==> src/rtl/segled_pkg.sv <==
// segled_pkg: shared types and constants for the multiplexed 7-segment driver.
//   seg_t   : 7-bit segment vector {g,f,e,d,c,b,a}, active-high
//   SEG_HEX : hex digit 0..F -> active-high segment pattern
package segled_pkg;

    typedef logic [6:0] seg_t;

    localparam seg_t SEG_HEX [16] = '{
        7'h3F, 7'h06, 7'h5B, 7'h4F, 7'h66, 7'h6D, 7'h7D, 7'h07,
        7'h7F, 7'h6F, 7'h77, 7'h7C, 7'h39, 7'h5E, 7'h79, 7'h71
    };

endpackage

==> src/rtl/seg7_hex_dec.sv <==
// seg7_hex_dec: combinational hex nibble to 7-segment lookup.
//   nib  : input nibble 0..F
//   segs : active-high segments {g,f,e,d,c,b,a}
module seg7_hex_dec
    import segled_pkg::*;
(
    input  logic [3:0] nib,
    output seg_t       segs
);

    always_comb begin
        segs = SEG_HEX[nib];
    end

endmodule

==> src/rtl/segled_scan.sv <==
// segled_scan: time-multiplexed N-digit hex 7-segment display driver.
//   clk, rst_n   : clock, synchronous active-low reset
//   en           : scan enable (outputs dark and scan position frozen when low)
//   load         : one-cycle strobe capturing data/dp/blank/lzb_en into staging
//   data         : packed nibbles, digit 0 in data[3:0]
//   dp, blank    : per-digit decimal point and force-dark masks
//   lzb_en       : leading-zero blanking enable, captured with load
//   segs, dp_o   : segment and decimal point drive
//   digit_sel    : one-hot digit enable
//   frame_tick   : one-cycle pulse when the scan wraps to digit 0
// Polarity of segs/dp_o/digit_sel follows COMMON_ANODE (1 = active-low).
module segled_scan
    import segled_pkg::*;
#(
    parameter int DIGITS       = 4,
    parameter int CLK_DIV      = 1024,
    parameter int BLANK_CYC    = 16,
    parameter int COMMON_ANODE = 0
)
(
    input  logic                clk,
    input  logic                rst_n,
    input  logic                en,
    input  logic                load,
    input  logic [4*DIGITS-1:0] data,
    input  logic [DIGITS-1:0]   dp,
    input  logic [DIGITS-1:0]   blank,
    input  logic                lzb_en,
    output logic [6:0]          segs,
    output logic                dp_o,
    output logic [DIGITS-1:0]   digit_sel,
    output logic                frame_tick
);

    localparam int PW = (CLK_DIV > 1) ? $clog2(CLK_DIV) : 1;
    localparam int IW = (DIGITS > 1) ? $clog2(DIGITS) : 1;
    localparam logic [PW-1:0] PCNT_MAX = PW'(CLK_DIV - 1);
    localparam logic [IW-1:0] IDX_MAX  = IW'(DIGITS - 1);
    localparam logic          INV      = (COMMON_ANODE != 0);

    logic [PW-1:0]       pcnt_q, pcnt_d;
    logic [IW-1:0]       idx_q, idx_d;
    logic [4*DIGITS-1:0] stg_data_q, stg_data_d, act_data_q, act_data_d;
    logic [DIGITS-1:0]   stg_dp_q, stg_dp_d, act_dp_q, act_dp_d;
    logic [DIGITS-1:0]   stg_blank_q, stg_blank_d, act_blank_q, act_blank_d;
    logic                stg_lzb_q, stg_lzb_d, act_lzb_q, act_lzb_d;
    logic                pending_q, pending_d;
    logic [6:0]          segs_q, segs_d;
    logic                dp_o_q, dp_o_d;
    logic [DIGITS-1:0]   digit_sel_q, digit_sel_d;
    logic                frame_tick_q, frame_tick_d;

    logic                pcnt_wrap, frame_wrap, xfer;
    logic                lead, dp_sel, dark, in_gap, dp_lit;
    logic [DIGITS-1:0]   lz, sel_hot, sel_lit;
    logic [3:0]          nib_sel;
    seg_t                seg_raw, seg_lit;

    // Scan position and double-buffered register file.
    always_comb begin
        pcnt_wrap  = en && (pcnt_q == PCNT_MAX);
        frame_wrap = pcnt_wrap && (idx_q == IDX_MAX);
        // Active regs may only change between frames, or at any time while idle.
        xfer       = frame_wrap || !en;

        pcnt_d = pcnt_q;
        idx_d  = idx_q;
        if (en) begin
            if (pcnt_wrap) begin
                pcnt_d = '0;
                idx_d  = (idx_q == IDX_MAX) ? '0 : idx_q + 1'b1;
            end else begin
                pcnt_d = pcnt_q + 1'b1;
            end
        end

        stg_data_d  = stg_data_q;
        stg_dp_d    = stg_dp_q;
        stg_blank_d = stg_blank_q;
        stg_lzb_d   = stg_lzb_q;
        if (load) begin
            stg_data_d  = data;
            stg_dp_d    = dp;
            stg_blank_d = blank;
            stg_lzb_d   = lzb_en;
        end

        // Transfer from the post-load staging value so a load on the wrap
        // edge lands in the active regs directly.
        act_data_d  = act_data_q;
        act_dp_d    = act_dp_q;
        act_blank_d = act_blank_q;
        act_lzb_d   = act_lzb_q;
        pending_d   = pending_q || load;
        if (pending_d && xfer) begin
            act_data_d  = stg_data_d;
            act_dp_d    = stg_dp_d;
            act_blank_d = stg_blank_d;
            act_lzb_d   = stg_lzb_d;
            pending_d   = 1'b0;
        end

        frame_tick_d = frame_wrap;
    end

    // Leading-zero mask and per-digit selection, evaluated on next-state
    // values so the registered outputs line up with pcnt/idx.
    always_comb begin
        lead = act_lzb_d;
        lz   = '0;
        for (int unsigned k = 1; k < DIGITS; k++) begin
            if (lead && (act_data_d[4*(DIGITS-k) +: 4] == 4'h0) && !act_dp_d[DIGITS-k]) begin
                lz[DIGITS-k] = 1'b1;
            end else begin
                lead = 1'b0;
            end
        end

        nib_sel = '0;
        dp_sel  = 1'b0;
        dark    = 1'b0;
        sel_hot = '0;
        for (int unsigned i = 0; i < DIGITS; i++) begin
            if (idx_d == IW'(i)) begin
                nib_sel    = act_data_d[4*i +: 4];
                dp_sel     = act_dp_d[i];
                dark       = act_blank_d[i] | lz[i];
                sel_hot[i] = 1'b1;
            end
        end
    end

    generate
        if (BLANK_CYC > 0) begin : g_gap
            always_comb in_gap = (pcnt_d < PW'(BLANK_CYC));
        end else begin : g_nogap
            always_comb in_gap = 1'b0;
        end
    endgenerate

    seg7_hex_dec u_dec (
        .nib  (nib_sel),
        .segs (seg_raw)
    );

    always_comb begin
        seg_lit = '0;
        dp_lit  = 1'b0;
        sel_lit = '0;
        if (en && !in_gap) begin
            sel_lit = sel_hot;
            if (!dark) begin
                seg_lit = seg_raw;
                dp_lit  = dp_sel;
            end
        end
        segs_d      = seg_lit ^ {7{INV}};
        dp_o_d      = dp_lit ^ INV;
        digit_sel_d = sel_lit ^ {DIGITS{INV}};
    end

    always_ff @(posedge clk) begin
        if (!rst_n) begin
            pcnt_q       <= '0;
            idx_q        <= '0;
            stg_data_q   <= '0;
            stg_dp_q     <= '0;
            stg_blank_q  <= '0;
            stg_lzb_q    <= 1'b0;
            pending_q    <= 1'b0;
            act_data_q   <= '0;
            act_dp_q     <= '0;
            act_blank_q  <= '1;
            act_lzb_q    <= 1'b0;
            segs_q       <= {7{INV}};
            dp_o_q       <= INV;
            digit_sel_q  <= {DIGITS{INV}};
            frame_tick_q <= 1'b0;
        end else begin
            pcnt_q       <= pcnt_d;
            idx_q        <= idx_d;
            stg_data_q   <= stg_data_d;
            stg_dp_q     <= stg_dp_d;
            stg_blank_q  <= stg_blank_d;
            stg_lzb_q    <= stg_lzb_d;
            pending_q    <= pending_d;
            act_data_q   <= act_data_d;
            act_dp_q     <= act_dp_d;
            act_blank_q  <= act_blank_d;
            act_lzb_q    <= act_lzb_d;
            segs_q       <= segs_d;
            dp_o_q       <= dp_o_d;
            digit_sel_q  <= digit_sel_d;
            frame_tick_q <= frame_tick_d;
        end
    end

    assign segs       = segs_q;
    assign dp_o       = dp_o_q;
    assign digit_sel  = digit_sel_q;
    assign frame_tick = frame_tick_q;

endmodule
==> config.mk <==
export PLATFORM = sky130hd
export DESIGN_NAME = segled_scan
export DESIGN_NICKNAME = d
export VERILOG_FILES = /design/src/rtl/segled_pkg.sv /design/src/rtl/seg7_hex_dec.sv /design/src/rtl/segled_scan.sv
export SDC_FILE = /design/constraint.sdc
export NUM_CORES = 1
export LEC_CHECK = 0
export CORE_ASPECT_RATIO = 1.2
export CORE_UTILIZATION = 30
export CTS_BUF_LIST = sky130_fd_sc_hd__clkbuf_8
export DETAILED_ROUTE_END_ITERATION = 10
export PLACE_DENSITY = 0.55
export SETUP_SLACK_MARGIN = 0.15
export SLEW_MARGIN = 20
export SYNTH_ARGS = -nofsm -noshare
export SYNTH_HDL_FRONTEND = slang
export SYNTH_HIERARCHICAL = 1
export SYNTH_SLANG_ARGS = --single-unit
==> constraint.sdc <==
create_clock -name clk -period 3.9 [get_ports clk]
set_input_delay 0.78 -clock clk [delete_from_list [all_inputs] [get_ports clk]]
set_output_delay 0.78 -clock clk [all_outputs]
set_load 0.02 [all_outputs]
==> metrics <==
fraction of layout cells with a size suffix above 1=0.177; starting density of the core=0.307; H-tree depth=3; Slew @ Worst Pin=roughly 0.56 ns; most instantiated cells after synthesis=dfxtp_1 (76), mux2i_1 (35), nor2b_1 (31), mux2_2 (24), and2_1 (21); IO Pins=42; syn_nets=~440; FF+latch count, synth=76; initial antenna violation count=0; 1st-iter DRT viols=110; Clock Sinks=between 70 and 80; setup bufs post-CTS=0; TNS Setup=0 ns; Ys Warns=6; period utilisation layout=0.907; Final #Nets=between 400 and 500; number of synthesized flops with an enable pin=0; die area=between 0.01 and 0.015 mm2; RSZ-0062 raised after global routing=false; Final ANT Viol Nets=0; relative slew slack=0.624; Ant. Diodes=0; routed wire length=between 9 and 10 mm; fin crit period=approximately 3.5 ns; post-cts sizing count=0; CTS buffer count=9; dpl ws=-0.0488 ns; Die Y=129 um; status=finished, final reports clean; Die X=108 um; clock latency on the worst-skew pair=0.36 ns; vias in the first global route=roughly 3,000; ranking of synthesized cells by area=dfxtp_1 (38%), mux2i_1 (8.7%), mux2_2 (6.7%); critical path class=input pin to flop; Primary FF master, synth=dfxtp_1; dpl hpwl=6.91 mm; grt ovf=0; drt first pass iters=4; Clock Path Buffers=2; Yosys cell types=75; fmax=between 200 and 300 MHz; CTS clk-pin slew, worst paths=0.08 ns; Syn-to-layout area delta=17.7%; core box area=~0.013 mm2; Avg Inst Size Synth=between 10 and 15 um2; root buffer cell=clkbuf_8; Port Buf Inserts=a little over 40; Final Hold Fails=0; routed vias/inst=between 4 and 5; drt drc=0; total power=between 1500 and 2000 uW; Arr. time, crit path=approximately 3.8 ns; clk_skew=~0.014 ns; largest area contributor in the netlist=dfxtp_1; Worst Path Required=roughly 4.1 ns; Synth Instances=roughly 400; gr usage total=0.143; area share of the largest cell type after synthesis=0.376; CP Launch Type=input pin; max-slew violations=0; Vias=approximately 3,000; share of flip-flops with an asynchronous set or reset=0; Pwr per Cell Area=about 330 mW/mm2; final core utilization=0.361; Min-Delay Path Class=flop to flop; largest net degree at the start of global routing=just over 60; CP Capture Type=flop; CTS tree=built; mapped cell area=slightly above 0.004 mm2; # hold bufs at CTS=0; total of max-cap violations=0; top-count cell post-synth=dfxtp_1; peak supply drop=approximately 0.0002 V; Rows=46; Leak=0.00178 uW; Finish-stage setup viols=0; DR WL/cell=around 15 um; RePlAce Congestion=0.779; Final Worst Setup Slack=approximately 0.36 ns; first-pass GRT wire length=15.1 mm; register area share after synthesis=0.376; Worst Path Max Fanout=13
-- layout by cell type, fill, tap and decap left out, drive strengths merged, types with 14 or more instances in the layout --
cell type and n:
inv 17, nand2 14, mux2 25, buf 14, mux2i 36, dfxtp 76
nor2b 31, nor2 17, and2 22, clkdlybuf4s50 41
-- area by class of cell --
| type | count | area, um2 |
|---|---|---|
| sequential | 76 | 1520 |
| tap | 168 | 210 |
| clock inverter | 7 | 45.0 |
| fill | 1313 | 8420 |
| inverter | 16 | 60.1 |
| timing repair buffer | 55 | 528 |
| multi-input combinational | 283 | 2270 |
| clock buffer | 9 | 124 |
-- worst max-delay path, stage by stage --
cell and delay (ns):
clkdlybuf4s50_1 0.56, buf_4 0.15, nand3_2 0.11, nor3_2 0.20
mux2_4 0.43, mux2i_1 0.15, mux2_2 0.32, inv_1 0.13
ha_1 0.24, inv_1 0.07, mux4_1 0.50, inv_1 0.07
a211oi_1 0.04
-- flip-flops by register name, indices dropped and copies added, names as in the netlist, 2 cells and up --
register / cells
stg_data_q: 16
segs: 7
stg_blank_q: 4
act_data_q: 16
stg_dp_q: 4
digit_sel: 4
act_blank_q: 4
idx_q: 2
act_dp_q: 4
pcnt_q: 10
-- worst paths after layout --
check	cells after the start	to	from	slack, ns
max reg2reg	14	segs[3]	pcnt_q[0]	0.45
max	13	segs[3]	en	0.36
min reg2reg	2	act_blank_q[2]	act_blank_q[2]	0.52
min	2	act_blank_q[2]	act_blank_q[2]	0.52
-- per-layer routing --
metal	vias up	GRT usage	wire length, um
met5	-	0	0
met4	0	0.0637	117
met3	9	0.0312	281
met2	49	0.262	4970
met1	1415	0.157	4010
li1	1511	-	-
-- cell families after synthesis --
kind of cell               count (synthesis)  share of synthesized area
AOI/OAI and AO/OA                         60                      0.118
muxes                                     63                      0.175
buffers and inverters                     39                     0.0637
and+or+nand+nor                          143                      0.224
xor gates and xnor gates                   7                     0.0152
adders and majority gates                  9                     0.0278
DFF                                       76                      0.376
-- report_power, final --
group / switching [uW] / internal (uW)
Sequential: 14.5 / 806
Clock: 308 / 227
Combinational: 119 / 119
Total: 442 / 1150
-- metrics by stage --
stage / instances / instance area [um2] / hold slack (ns)
3_5_place_dp: 595 / 4560 / 0.493
3_3_place_gp: 595 / 4560 / 0.496
2_1_floorplan: 397 / 4040 / 0.469
6_report: 614 / 4760 / 0.517
4_1_cts: 611 / 4730 / 0.520
5_1_grt: 614 / 4760 / 0.547
Power figures use the tool's default switching activity.
